[src/rtl/rr_arb_pkg.sv]
// rtl/rr_arb_pkg.sv - shared types and helpers for the round-robin register-write arbiter
//
// Purpose: FSM state encoding, index-width and one-hot helpers used by
//          rr_pick and rr_reg_write_arbiter.
// Contents:
//   state_e  IDLE / GRANT
//   MAX_N    largest supported requester count
//   idx_w    bits needed to index n requesters (never less than 1)
//   onehot   MAX_N-bit vector with only bit idx set (all-zero if idx out of range)
package rr_arb_pkg;

  typedef enum logic {
    IDLE  = 1'b0,
    GRANT = 1'b1
  } state_e;

  localparam int MAX_N = 16;

  function automatic int idx_w(input int n);
    return (n <= 2) ? 1 : $clog2(n);
  endfunction

  function automatic logic [MAX_N-1:0] onehot(input int idx, input int n);
    logic [MAX_N-1:0] r;
    r = '0;
    if (idx >= 0 && idx < n && idx < MAX_N) begin
      r[0] = 1'b1;
      r    = r << idx;
    end
    return r;
  endfunction

endpackage

[src/rtl/rr_pick.sv]
// rtl/rr_pick.sv - combinational round-robin winner selection
//
// Purpose: find the first set request at or after ptr_i, wrapping N-1 -> 0.
// Ports:
//   req_i     in  N    request vector
//   ptr_i     in  IW   round-robin start position
//   any_o     out 1    at least one request is set
//   winner_o  out IW   index of the selected requester (0 when any_o=0)
module rr_pick
  import rr_arb_pkg::*;
#(
  parameter int N  = 4,
  parameter int IW = idx_w(N)
) (
  input  logic [N-1:0]  req_i,
  input  logic [IW-1:0] ptr_i,
  output logic          any_o,
  output logic [IW-1:0] winner_o
);

  logic [2*N-1:0] dbl;
  logic [N-1:0]   rot;
  logic [IW:0]    sum;

  always_comb begin
    // Rotate so that bit 0 of rot corresponds to requester ptr_i.
    dbl      = {req_i, req_i};
    rot      = N'(dbl >> ptr_i);
    any_o    = |req_i;
    winner_o = '0;
    sum      = '0;
    // Scan from the far end so the lowest rotated offset is the last assignment.
    for (int i = N - 1; i >= 0; i--) begin
      if (rot[i]) begin
        sum = {1'b0, ptr_i} + (IW+1)'(i);
        if (sum >= (IW+1)'(N)) begin
          sum = sum - (IW+1)'(N);
        end
        winner_o = sum[IW-1:0];
      end
    end
  end

endmodule

[src/rtl/rr_reg_write_arbiter.sv]
// rtl/rr_reg_write_arbiter.sv - round-robin arbiter sharing one W-bit register among N writers
//
// Purpose: one-hot registered grant, one write beat per grant, back-to-back
//          grants under load, saturating write counter.
// Ports:
//   clk      in   1      clock, all state on rising edge
//   rst      in   1      synchronous active-high reset
//   req      in   N      req[i]: requester i wants a write
//   wdata    in   N*W    requester i data at wdata[i*W +: W]
//   gnt      out  N      registered one-hot grant, zero when idle
//   q        out  W      shared register contents
//   q_valid  out  1      a write has completed since reset
//   owner    out  IW     index of the last writer
//   wr_cnt   out  CNT_W  completed writes since reset, saturating
module rr_reg_write_arbiter
  import rr_arb_pkg::*;
#(
  parameter  int N     = 4,
  parameter  int W     = 8,
  parameter  int CNT_W = 16,
  localparam int IW    = idx_w(N)
) (
  input  logic             clk,
  input  logic             rst,
  input  logic [N-1:0]     req,
  input  logic [N*W-1:0]   wdata,
  output logic [N-1:0]     gnt,
  output logic [W-1:0]     q,
  output logic             q_valid,
  output logic [IW-1:0]    owner,
  output logic [CNT_W-1:0] wr_cnt
);

  state_e           state_q, state_d;
  logic [IW-1:0]    ptr_q, ptr_d;
  logic [N-1:0]     gnt_q, gnt_d;
  logic [IW-1:0]    gidx_q, gidx_d;   // encoded form of gnt_q
  logic [W-1:0]     q_q, q_d;
  logic [IW-1:0]    owner_q, owner_d;
  logic             q_valid_q, q_valid_d;
  logic [CNT_W-1:0] wr_cnt_q, wr_cnt_d;

  logic [W-1:0]     wd [N];
  logic             do_write;
  logic             pick_any;
  logic [IW-1:0]    pick_winner;

  always_comb begin
    for (int i = 0; i < N; i++) begin
      wd[i] = wdata[i*W +: W];
    end
  end

  // The picker sees the pointer as it will be after this cycle's write,
  // so a back-to-back grant already honours the rotation.
  rr_pick #(
    .N  (N),
    .IW (IW)
  ) u_pick (
    .req_i    (req),
    .ptr_i    (ptr_d),
    .any_o    (pick_any),
    .winner_o (pick_winner)
  );

  // State register: every piece of state shares the one reset.
  always_ff @(posedge clk) begin
    if (rst) begin
      state_q   <= IDLE;
      ptr_q     <= '0;
      gnt_q     <= '0;
      gidx_q    <= '0;
      q_q       <= '0;
      owner_q   <= '0;
      q_valid_q <= 1'b0;
      wr_cnt_q  <= '0;
    end else begin
      state_q   <= state_d;
      ptr_q     <= ptr_d;
      gnt_q     <= gnt_d;
      gidx_q    <= gidx_d;
      q_q       <= q_d;
      owner_q   <= owner_d;
      q_valid_q <= q_valid_d;
      wr_cnt_q  <= wr_cnt_d;
    end
  end

  // Next-state logic.
  always_comb begin
    state_d   = state_q;
    ptr_d     = ptr_q;
    gnt_d     = gnt_q;
    gidx_d    = gidx_q;
    q_d       = q_q;
    owner_d   = owner_q;
    q_valid_d = q_valid_q;
    wr_cnt_d  = wr_cnt_q;

    // A grant whose requester dropped req is an abort: nothing changes.
    do_write = (state_q == GRANT) && req[gidx_q];

    if (do_write) begin
      q_d       = wd[gidx_q];
      owner_d   = gidx_q;
      q_valid_d = 1'b1;
      if (wr_cnt_q != {CNT_W{1'b1}}) begin
        wr_cnt_d = wr_cnt_q + CNT_W'(1);
      end
      ptr_d = (gidx_q == IW'(N - 1)) ? '0 : gidx_q + IW'(1);
    end

    // IDLE and GRANT re-arbitrate identically; in IDLE ptr_d equals ptr_q.
    if (pick_any) begin
      state_d = GRANT;
      gnt_d   = N'(onehot(int'(pick_winner), N));
      gidx_d  = pick_winner;
    end else begin
      state_d = IDLE;
      gnt_d   = '0;
      gidx_d  = '0;
    end
  end

  // Outputs come straight from registers.
  always_comb begin
    gnt     = gnt_q;
    q       = q_q;
    q_valid = q_valid_q;
    owner   = owner_q;
    wr_cnt  = wr_cnt_q;
  end

endmodule

[config.mk]
export PLATFORM = sky130hd
export DESIGN_NAME = rr_reg_write_arbiter
export DESIGN_NICKNAME = d
export VERILOG_FILES = /design/src/rtl/rr_arb_pkg.sv /design/src/rtl/rr_pick.sv /design/src/rtl/rr_reg_write_arbiter.sv
export SDC_FILE = /design/constraint.sdc
export NUM_CORES = 1
export LEC_CHECK = 0
export ABC_CLOCK_PERIOD_IN_PS = 4600
export BUFFER_PORTS_ARGS = -buffer_cell sky130_fd_sc_hd__buf_4
export CAP_MARGIN = 30
export CORE_AREA = 4 4 93 95
export DETAILED_ROUTE_END_ITERATION = 16
export DIE_AREA = 0 0 97 99
export MAX_ROUTING_LAYER = met4
export PLACE_DENSITY_LB_ADDON = 0.15
export SLEW_MARGIN = 40
export SYNTH_ARGS = -nofsm -noshare
export SYNTH_HDL_FRONTEND = slang
export SYNTH_HIERARCHICAL = 1
export SYNTH_SLANG_ARGS = --single-unit
[constraint.sdc]
create_clock -name clk -period 4.6 [get_ports clk]
set_clock_uncertainty 0.2 [all_clocks]
set_input_delay 0.23 -clock clk [delete_from_list [all_inputs] [get_ports clk]]
set_output_delay 0.23 -clock clk [all_outputs]
set_load 0.1 [all_outputs]
; Yosys cells after proc, flatten, opt, wreduce, memory -nomap -nowiden
; Index checks and enable logic that the tools add are counted.
[word_totals]
register_bits = 36
out_inout_bits = 31
wordCells = 49
[classes]
shifts = 2
n_lt_le_gt_ge = 6
eq_ne = 2
n_reduce_logical = 4
n_mux = 16
n_bitwise = 2
addsub = 9
[ops]
columns = cell, count
row1 = $mux 2, 10
row2 = $add 16x1->16 const B, 1
row3 = $bmux 8 s2, 1
row4 = $mux 8, 2
row5 = $ne 16x16->1 const B, 1
row6 = $ge 3x3->1 const B, 4
row7 = $shr 8x2->4, 1
row8 = $sub 2x1->2 const B, 4
row9 = $add 2x2->3 const B, 2
row10 = $reduce_or 4->1, 1
row11 = $shl 1x2->4 const A, 1
row12 = $add 2x1->3 const B, 1
row13 = $ge 2x3->1 const B, 1
row14 = $lt 2x3->1 const B, 1
row15 = $not 2->3, 1
row16 = $add 2x1->2 const B, 1
row17 = $bmux 1 s2, 1
row18 = $eq 2x2->1 const B, 1
row19 = $mux 1, 2
row20 = $reduce_and 2->1, 1
row21 = $reduce_or 2->1, 1
row22 = $logic_and 1x1->1, 1
row23 = $not 1->1, 1

; Longest topological paths before layout
[depth]
ltp_word = 12
ltp_mapped = 10
depth_no_buf = 9

; Cells and area by module
; The synthesis kept the hierarchy.
[by_module_without_submodules]
columns = module, cells_each, seq_area_each_um2, area_per_inst_um2, instances
row1 = rr_reg_write_arbiter, 161, 720.7, 1700.4, 1
row2 = rr_pick, 11, 0.0, 71.3, 1

; Worst setup path after synthesis
; Ideal clock, no wire load.
[synth_path]
kind = register to register
start = register wr_cnt_q[0] (netlist: wr_cnt[0])
end = register wr_cnt_q[15] (netlist: wr_cnt[15])
path_buffers = 1
setup_slack_ps = 1745
required_time_ps = 4270
arrival_time_ps = 2525
period_less_slack_ps = 2855
stages_incl_launch_ff = 8
path_cell_list = dfxtp_1 ha_1 nand4_1 or4_4 buf_6 o211ai_4 or3_2 a21oi_2
[synth_via]
elab_chain_cells = 2
[synth_rtl]
columns = element, line
row1 = start: declaration, rr_reg_write_arbiter.sv:41  ; logic [CNT_W-1:0] wr_cnt_q, wr_cnt_d;
row2 = start signal: assignment, rr_reg_write_arbiter.sv:85  ; wr_cnt_q <= wr_cnt_d;
row3 = "parallel branches: the longest is 2 deep, another holds $add 16x1->16", n/a
; Parallel ways; which one is timed is not known.
; A chain may end at the register's enable or synchronous reset.

; Worst setup path after layout
[layout_path]
start = register gidx_q[0]
end = register gnt_q[1] (netlist: gnt[1])
[layout_via]
elab_chain_cells = 12
[layout_rtl]
columns = element, line
row1 = start: declaration, rr_reg_write_arbiter.sv:37  ; logic [IW-1:0] gidx_q, gidx_d;
row2 = start signal: assignment, rr_reg_write_arbiter.sv:81  ; gidx_q <= gidx_d;
row3 = $bmux 1 s2, rr_reg_write_arbiter.sv:101  ; do_write = (state_q == GRANT) && req[gidx_q];
row4 = $mux 1 (implied by the code), rr_reg_write_arbiter.sv:101
row5 = $logic_and 1x1->1, rr_reg_write_arbiter.sv:101
row6 = $mux 2 *, rr_reg_write_arbiter.sv:103  ; if (do_write) begin
row7 = via ptr_d[1], rr_reg_write_arbiter.sv:35  ; logic [IW-1:0] ptr_q, ptr_d;
row8 = $add 2x2->3, rr_pick.sv:35  ; sum = {1'b0, ptr_i} + (IW+1)'(i);
row9 = $ge 3x3->1, rr_pick.sv:36  ; if (sum >= (IW+1)'(N)) begin
row10 = $mux 2, rr_pick.sv:36
row11 = $mux 2 (3 in a row), rr_pick.sv:34  ; if (rot[i]) begin
row12 = $mux 2 *, rr_pick.sv:34
row13 = via pick_winner[0], rr_reg_write_arbiter.sv:46  ; logic [IW-1:0] pick_winner;
row14 = $shl 1x2->4 *, rr_arb_pkg.sv:28  ; r = r << idx;
row15 = end signal: assignment, rr_reg_write_arbiter.sv:80  ; gnt_q <= gnt_d;
row16 = end: declaration, rr_reg_write_arbiter.sv:36  ; logic [N-1:0] gnt_q, gnt_d;
; The timed path passes the listed nets; every way through them passes the cells marked *. The select of a mux whose other input is x is not followed.

==> run_results.csv <==
group,metric,value,unit
detailed_routing,dr_wl_met3,121,µm
finish,final_cell_mix,"buf_4 (69), dfxtp_1 (36), nor2_1 (25)",
detailed_routing,wl_per_cell,13.7,µm
finish,drive_gt1_share,41.1,%
synthesis,synth_cell_types,40,
placed_design,dp_hpwl,3.48,mm
clock_tree,path_clk_slew,0.08,ns
floorplan,num_rows,32,
detailed_routing,drt-met1-wl,2.16,mm
clock_tree,cts-resized-gates,0,
run_status,status,"finished, final reports clean",
critical_path,crit_type,"reg2reg",
critical_path,slowest_delay,0.64,ns
min_path,whs_endpoint,"gnt[2]",
detailed_routing,routed_wirelength,4.69,mm
floorplan,ioPinCount,69,
clock_tree,cts_setup_buffers,0,
detailed_routing,drtPass1Iterations,5,
critical_path,cp_top_family,"compound AO/OA/AOI/OAI gates",
synthesis,synth_area_per_cell,10.3,µm²
clock_tree,root_buffer,"clkbuf_8",
finish,diodes,0,
min_path,hold_class,"in2reg",
sta,hold_viol_final,0,
global_route,grt_antenna_before_repair,0,
critical_path,reg2reg_depth,8,
finish,area.growth.synth_to_final,40.4,%
power,peakVddDrop,0.144,mV
sta,setup_viol,0,
detailed_routing,ant_nets,0,
synthesis,yosys_most_used_dff,"dfxtp_1",
detailed_routing,viasPerCell,4.44,
critical_path,crit_chain,"buf_4 -> mux2i_1 -> o2bb2ai_4 -> mux2_2 -> mux2i_1 -> a211oi_1 -> and2_1 -> nor2b_1",
min_path,min_from,"req[2]",
sta,rsz0062_at_grt,"no",
floorplan,die_x,97,µm
power,power_density,345,mW/mm²
synthesis,synth-async-reset-ratio,0,%
critical_path,cp_common_cell,"mux2i_1",
critical_path,crit_path_end_kind,"flop",
power,power_leakage,1.02,nW
critical_path,worstReg2RegStart,"gidx_q[0]",
floorplan,start_util,22.9,%
critical_path,cpMaxStageDelayCell,"o2bb2ai_4",
critical_path,timing.rr.end,"gnt[1]",
clock_tree,cts_buffers,5,
finish,final_common_cell,"buf_4",
global_route,grt.overflow.total,0,
sta,relSlewSlack,48.8,%
global_route,grt_pass1_wl,7.72,mm
synthesis,synth_seq_cells,36,
clock_tree,cts.sinks,36,
clock_tree,htreeDepth,2,
sta,worstMarginPinSlew,0.767,ns
synthesis,seq_area_frac_synth,40.7,%
critical_path,critPathBufInv,1,
synthesis,synth_edf_count,0,
global_route,first_global_vias,1502,
synthesis,synth_nets,212,
synthesis,synthCells,172,
placed_design,gp_congestion,0.655,
clock_tree,cts_tree,"done",
detailed_routing,route.vias.total,1522,
sta,setup_tns,0,ns
detailed_routing,drc,0,
sta,fmax,0.309,GHz
critical_path,worstPathRequired,4.63,ns
placed_design,portBuffers,68,
floorplan,dieArea,0.00960,mm²
critical_path,path_max_fanout,23,
flow_run,max-cap-violations,0,
synthesis,synth.yosys.warnings,6,
critical_path,reg2reg_slack,1.37,ns
sta,fin_worst_hold_slack,0.0909,ns
min_path,hold_depth,3,
sta,finalCritPeriodShare,70.3,%
synthesis,syn_area,0.00177,mm²
critical_path,startpoint_type,"flop",
clock_tree,cts_buffer_depth,2,
finish,nNetsFinal,280,
floorplan,fp.coreArea,0.00773,mm²
clock_tree,insertion_delay,0.29,ns
global_route,grt_max_degree,32,
global_route,grt_usage,10.4,%
detailed_routing,met2_length,2.33,mm
sta,drv_slew,0,
critical_path,arrival,3.26,ns
sta,fin_crit,3.23,ns
detailed_routing,drtIter0Drc,49,
floorplan,die_h,99,µm
clock_tree,hold_buffers,0,
detailed_routing,top_layer_used,"met4",
==> metrics by stage <==
step	total power, mW	instance area, µm²	setup slack [ns]	cells	util, %
6_report	0.859	2490	1.37	343	32.2
5_1_grt	0.902	2490	1.11	343	32.2
4_1_cts	0.876	2490	1.32	343	32.2
3_5_place_dp	0.587	2380	1.33	335	30.7
3_3_place_gp	0.586	2380	1.41	335	30.7
2_1_floorplan	0.523	1770	1.75	172	-
==> worst reg2reg max path, cell delays in order (launching register included) <==
cell       delay, ns
dfxtp_1         0.60
buf_4           0.26
mux2i_1         0.15
o2bb2ai_4       0.64
mux2_2          0.46
mux2i_1         0.13
a211oi_1        0.42
and2_1          0.20
nor2b_1         0.11
==> flip-flops by register name, indices dropped and copies added, names as in the netlist <==
signal,cells
wr_cnt,16
q,8
gnt,4
gidx_q,2
owner,2
ptr_q,2
q_valid,1
state_q,1
==> cell type report <==
type / instances / area [µm²]
Fill cell: 833 / 5240
Inverter: 2 / 7.51
Timing Repair Buffer: 69 / 518
Multi-Input combinational cell: 126 / 1000
Sequential cell: 36 / 721
Clock buffer: 5 / 68.8
Tap cell: 102 / 128
Clock inverter: 3 / 42.5
==> power by group <==
group | total (mW) | leakage (nW) | internal [mW] | switching [mW]
Combinational | 0.233 | 0.677 | 0.0814 | 0.152
Clock | 0.283 | 0.0541 | 0.160 | 0.122
Sequential | 0.344 | 0.293 | 0.329 | 0.0146
==> worst max path at each step <==
| stage | from | to | cells after the start |
|---|---|---|---|
| 6_report | gidx_q[0] | gnt[1] | 8 |
| 5_1_grt | gidx_q[0] | gnt[1] | 9 |
| 4_1_cts | gidx_q[0] | gnt[1] | 8 |
| 3_5_place_dp | gidx_q[0] | gnt[1] | 8 |
| 3_3_place_gp | gidx_q[0] | gnt[1] | 8 |
| 2_1_floorplan | wr_cnt[0] | wr_cnt[15] | 7 |
==> synthesized netlist by cell type, types with 2 or more instances <==
cell / instances / area share [%]
a21oi_1: 7 / 2.0
and2_1: 4 / 1.4
and3_1: 2 / 0.71
buf_2: 3 / 0.85
clkbuf_1: 4 / 0.85
dfxtp_1: 36 / 41
ha_1: 2 / 1.4
inv_1: 2 / 0.42
mux2_2: 2 / 1.3
mux2i_1: 12 / 6.8
mux4_2: 8 / 10
nand2_1: 8 / 1.7
nand3_1: 2 / 0.56
nand3b_1: 2 / 0.85
nand4_2: 2 / 1.4
nor2_1: 25 / 5.3
nor2b_1: 6 / 2.1
nor3b_1: 2 / 0.85
o2111ai_1: 4 / 2.0
o211ai_1: 3 / 1.3
o21ai_0: 3 / 0.85
o21ai_1: 3 / 0.85
or3_2: 3 / 1.3
or4_1: 2 / 0.85
xor2_1: 10 / 4.9
==> routing by layer <==
metal	track usage (%)	vias up
met5	-	-
met4	4.21	0
met3	2.48	6
met2	16.1	33
met1	13.1	720
li1	-	763
==> kinds of logic after synthesis <==
family / synth area share (%)
compound gates: 12.4
mux: 18.2
fa+ha+maj: 1.41
flops: 40.7
buf+inv: 2.75
xor+xnor: 4.94
simple gates: 19.6
(Power assumes the default switching activity.)
